==> src/rtl/regfile_wb_arbiter.sv <==
// regfile_wb_arbiter: round-robin writeback arbiter mapping NREQ requesters onto 4 regfile write ports (WB_ARB_STATS_EN adds o_stall_cnt).
// Latency: ready is combinational; a grant at edge t drives o_weN/o_waddrN/o_wdataN for exactly one cycle.
// Backpressure: ready stays low when the 4 ports are exhausted or an earlier grant holds the same address.
module regfile_wb_arbiter #(
  parameter int WIDTH = 5,
  parameter int NREQ  = 6
) (
  input  logic                  i_clk,
  input  logic                  i_rst_n,
  input  logic [NREQ-1:0]       i_req_valid,
  input  logic [NREQ*WIDTH-1:0] i_req_addr,
  input  logic [NREQ*32-1:0]    i_req_data,
  output logic [NREQ-1:0]       o_req_ready,
  output logic                  o_we0,
  output logic                  o_we1,
  output logic                  o_we2,
  output logic                  o_we3,
  output logic [WIDTH-1:0]      o_waddr0,
  output logic [WIDTH-1:0]      o_waddr1,
  output logic [WIDTH-1:0]      o_waddr2,
  output logic [WIDTH-1:0]      o_waddr3,
  output logic [31:0]           o_wdata0,
  output logic [31:0]           o_wdata1,
  output logic [31:0]           o_wdata2,
  output logic [31:0]           o_wdata3
`ifdef WB_ARB_STATS_EN
  ,
  output logic [31:0]           o_stall_cnt
`endif
);

  localparam int PW = (NREQ > 1) ? $clog2(NREQ) : 1;

  logic [PW-1:0]          ptr_q, ptr_d;
  logic [3:0]             we_q, we_d;
  logic [WIDTH-1:0]       waddr_q [4];
  logic [WIDTH-1:0]       waddr_d [4];
  logic [31:0]            wdata_q [4];
  logic [31:0]            wdata_d [4];

  // Requesters are duplicated so the circular scan from ptr becomes a linear window.
  logic [2*NREQ-1:0]       vld2;
  logic [2*NREQ*WIDTH-1:0] addr2;
  logic [2*NREQ*32-1:0]    data2;
  logic [2*NREQ-1:0]       rdy2;
  logic [NREQ-1:0]         grant;
  logic [2:0]              nused;
  logic                    hit;
  int                      last;
  int                      nxt;

  assign vld2  = {i_req_valid, i_req_valid};
  assign addr2 = {i_req_addr, i_req_addr};
  assign data2 = {i_req_data, i_req_data};

  always_comb begin
    rdy2  = '0;
    we_d  = '0;
    nused = '0;
    hit   = 1'b0;
    last  = -1;
    nxt   = 0;
    for (int n = 0; n < 4; n++) begin
      waddr_d[n] = waddr_q[n];
      wdata_d[n] = wdata_q[n];
    end
    for (int j = 0; j < 2*NREQ; j++) begin
      if (vld2[j] && j >= int'(ptr_q) && j < int'(ptr_q) + NREQ) begin
        hit = 1'b0;
        for (int n = 0; n < 4; n++) begin
          if (n < int'(nused) && waddr_d[n] == addr2[j*WIDTH +: WIDTH]) hit = 1'b1;
        end
        if (addr2[j*WIDTH +: WIDTH] == '0) begin
          rdy2[j] = 1'b1;
          last    = j;
        end else if (nused < 3'd4 && !hit) begin
          rdy2[j]               = 1'b1;
          last                  = j;
          we_d[nused[1:0]]      = 1'b1;
          waddr_d[nused[1:0]]   = addr2[j*WIDTH +: WIDTH];
          wdata_d[nused[1:0]]   = data2[j*32 +: 32];
          nused                 = nused + 3'd1;
        end
      end
    end
    grant = rdy2[NREQ-1:0] | rdy2[2*NREQ-1:NREQ];
    ptr_d = ptr_q;
    if (last >= 0) begin
      nxt = last + 1;
      if (nxt >= NREQ) nxt = nxt - NREQ;
      ptr_d = PW'(nxt);
    end
  end

  assign o_req_ready = i_rst_n ? grant : '0;

  always_ff @(posedge i_clk or negedge i_rst_n) begin
    if (!i_rst_n) begin
      ptr_q <= '0;
      we_q  <= '0;
      for (int n = 0; n < 4; n++) begin
        waddr_q[n] <= '0;
        wdata_q[n] <= '0;
      end
    end else begin
      ptr_q <= ptr_d;
      we_q  <= we_d;
      for (int n = 0; n < 4; n++) begin
        waddr_q[n] <= waddr_d[n];
        wdata_q[n] <= wdata_d[n];
      end
    end
  end

  assign o_we0    = we_q[0];
  assign o_we1    = we_q[1];
  assign o_we2    = we_q[2];
  assign o_we3    = we_q[3];
  assign o_waddr0 = waddr_q[0];
  assign o_waddr1 = waddr_q[1];
  assign o_waddr2 = waddr_q[2];
  assign o_waddr3 = waddr_q[3];
  assign o_wdata0 = wdata_q[0];
  assign o_wdata1 = wdata_q[1];
  assign o_wdata2 = wdata_q[2];
  assign o_wdata3 = wdata_q[3];

`ifdef WB_ARB_STATS_EN
  always_ff @(posedge i_clk or negedge i_rst_n) begin
    if (!i_rst_n) begin
      o_stall_cnt <= '0;
    end else if (|(i_req_valid & ~grant) && o_stall_cnt != 32'hFFFF_FFFF) begin
      o_stall_cnt <= o_stall_cnt + 32'd1;
    end
  end
`endif

endmodule

==> config.mk <==
export PLATFORM = sky130hd
export DESIGN_NAME = regfile_wb_arbiter
export DESIGN_NICKNAME = d
export VERILOG_FILES = /design/src/rtl/regfile_wb_arbiter.sv
export SDC_FILE = /design/constraint.sdc
export NUM_CORES = 2
export LEC_CHECK = 0
export BUFFER_PORTS_ARGS = -buffer_cell sky130_fd_sc_hd__buf_4
export CORE_UTILIZATION = 40
export CTS_BUF_LIST = sky130_fd_sc_hd__clkbuf_4 sky130_fd_sc_hd__clkbuf_8
export DETAILED_ROUTE_END_ITERATION = 8
export HOLD_SLACK_MARGIN = 0.03
export PLACE_DENSITY = 0.64
export SLEW_MARGIN = 20
export SYNTH_ARGS = -nofsm -noshare
export SYNTH_HDL_FRONTEND = slang
export SYNTH_SLANG_ARGS = --single-unit
==> constraint.sdc <==
create_clock -name i_clk -period 22.1 [get_ports i_clk]
set_input_delay 0 -clock i_clk [delete_from_list [all_inputs] [get_ports i_clk]]
set_output_delay 0 -clock i_clk [all_outputs]
set_load 0.005 [all_outputs]
==> impl_metrics.ini <==
[outcome]
status = finished, final reports clean

[synth]
ys_top_cells_by_area = dfrtp_1 (14%), a211oi_1 (10%), a21oi_1 (9.8%)
async_reset_ff_frac = 1.000
synthCells = 4054
synth_ff_type = dfrtp_1
yosysUniqueCellTypes = 118
synth_seq_cells = 155
ys_warn_count = 0
yosysMostFrequentCell = nor2_1
synth_area_mm2 = 0.02712
synth_top_cell_by_area = dfrtp_1
ys_seq_area_frac = 0.1430
synth_nets = 4338
netlist_top_cells_count = nor2_1 (635), a21oi_1 (533), a211oi_1 (374)
synth_top_area_share = 0.1430
syn-mean-instance-area_um2 = 6.689
synth-edff-count = 0

[setup_path]
crit_path_frequent_cell = ha_1
max_stage_delay_ns = 0.82
worstPathMaxFanout = 71
cp_top_family = simple AND/OR/NAND/NOR gates
reg2reg_depth = 64
start_kind = register
endpoint_kind = register
worstPathArrival_ns = 21.48
critPathRequiredTime_ns = 22.58
ff2ff_setup_slack_ns = 1.10
timing.rr.end = ptr_q[2]
critPathLaunch = ptr_q[1]
path_class = reg2reg
r2r-start = ptr_q[1]
crit_slowest_cell = a221oi_2
path_buf_inv = 5

[global_route]
grt_pass1_vias = 31190
grt_use_total = 0.3884
antenna_found_initial = 7
grt_pass1_wl_mm = 204.7
grt_max_degree = 76
met1_usage = 0.4998
met3_usage = 0.09014
globalRouteMet2Util = 0.5919
top_usage_layer = met2
grt_overflow = 0

[detailed_routing]
drt-pass1-iter-count = 6
post_drt_wl_per_cell_um = 27.09
ant_nets = 0
first_iter_violations = 5078
vias = 34300
drc = 0
viasPerCell = 6.647
routed_wl_mm = 139.8

[clocking]
clkLatencyLatePin_ns = 0.62
clkTransAtPathRegs_ns = 0.12
root_buffer = clkbuf_8
cts_buffers = 17
ctsLongestPathBuffers = 2
cts.htree.levels = 4
post_cts_buffers = 0
cts_tree = done
clock-sinks = 155

[placed_design]
port_buffers = 387
dp_hpwl_mm = 91.01
place.gp.congestion = 1.079
dp.cells = 4894

[sta]
clock_skew_ns = 0.03133
timing.final.hold_violations = 0
min_period_over_period = 0.9502
slew_viol_final = 0
tightest_slew_ns = 1.056
finalSetupViolations = 0
max_freq_mhz = 47.62
relSlewSlack = 0.2775
min_period_ns = 21.00
tns_ns = 0
rsz0062_at_grt = no

[cells_and_area]
fillCellCount = 6676
multi_input_area_mm2 = 0.02120
synthToLayoutAreaGrowth_pct = 20.19
nNetsFinal = 4554
ff_latch_area_mm2 = 0.003879
layout.cells.non_filler = 5160
drive_above_1_share = 0.1499

[die]
fp.dieW_um = 262.4
die_area_mm2 = 0.06884
ioPinCount = 388
rows = 95
core-area_mm2 = 0.06716
die_height_um = 262.4
start_util = 0.4038

[run]
drv_cap = 0

[min_path]
hp-class = in2async
stage by stage:
stage / hold slack [ns] / utilization / setup WS [ns] / area, µm²
floorplan: -0.2956 / - / 5.667 / 27120
global placement: 0.09452 / 0.4445 / 1.835 / 29850
detailed placement: 0.09506 / 0.4445 / 1.503 / 29850
CTS: 0.03418 / 0.4848 / 1.424 / 32560
global route: 0.1045 / 0.4852 / 0.007157 / 32590
finish: 0.07528 / 0.4853 / 1.102 / 32590
sequential cells by signal, indices dropped and copies added, names as in the netlist:
register,flops
o_wdata0,32
o_wdata1,32
o_wdata2,32
o_wdata3,32
o_waddr0,5
o_waddr1,5
o_waddr2,5
o_waddr3,5
we_q,4
ptr_q,3
cells by family (layout without fill, tap and decap cells):
family	Yosys count	in the layout	share of synthesized area
buf+inv	579	807	0.08596
simple gates	1330	1330	0.2194
compound gates	1438	1439	0.3411
other cells	0	4	0
flops	155	155	0.1430
xor+xnor	116	116	0.03747
mux	382	382	0.1482
fa+ha+maj	54	54	0.02492
how the worst max path moves through the flow:
stage / to / slack (ns) / cells past startpoint
floorplan: ptr_q[2] / 5.67 / 81
global placement: ptr_q[2] / 1.84 / 64
detailed placement: ptr_q[2] / 1.50 / 64
CTS: ptr_q[2] / 1.42 / 64
global route: ptr_q[2] / 0.007 / 64
finish: ptr_q[2] / 1.10 / 64
area by class of cell:
| type | instances | area share |
|---|---|---|
| multi-input combinational | 3321 | 0.6505 |
| timing repair buffer | 666 | 0.1718 |
| sequential | 155 | 0.1190 |
| tap | 873 | 0.03352 |
| inverter | 109 | 0.01255 |
| clock buffer | 17 | 0.007179 |
| clock inverter | 15 | 0.005106 |
| antenna | 4 | 0.0003071 |
cells in the final DEF, fill, tap and decap left out, types with 18 or more instances in the layout:
cell type,count
and3_1,22
nor3_1,100
o21ai_0,209
o211ai_1,77
dfrtp_1,155
a311oi_1,37
nor2_1,632
inv_1,96
nand3_1,46
mux2i_1,238
a21oi_1,532
dlygate4sd3_1,228
mux2_1,76
xnor2_1,102
clkbuf_8,18
a211oi_1,373
buf_4,435
nand2_1,331
nor4_1,20
mux2_2,66
ha_1,54
nand4_1,31
a31oi_1,20
repair_timing:
item / in CTS / in global routing
hold buffers: 229 / 0
endpoints found under the setup margin: 0 / 2
endpoints found under the hold margin: 197 / 0
resized for setup: 0 / 2
per-layer routing:
layer  wire length (µm)  vias to the layer above
li1                   -                    15160
met4               9182                        6
met2              59610                     2647
met1              53050                    15890
met5                 34                        -
met3              17910                      591
worst register-to-register path: cells and delay by family (launching register included):
kind	cells	cell delay [ns]
xor gates and xnor gates	3	0.86
adders and majority gates	5	1.43
DFF	1	0.53
muxes	6	1.87
buffers and inverters	5	2.18
AOI/OAI and AO/OA	23	6.96
and+or+nand+nor	22	7.03
Power is left out: the tool's default activity adds up to more than one toggle a clock period on the data nets, which glitch-free logic cannot reach.
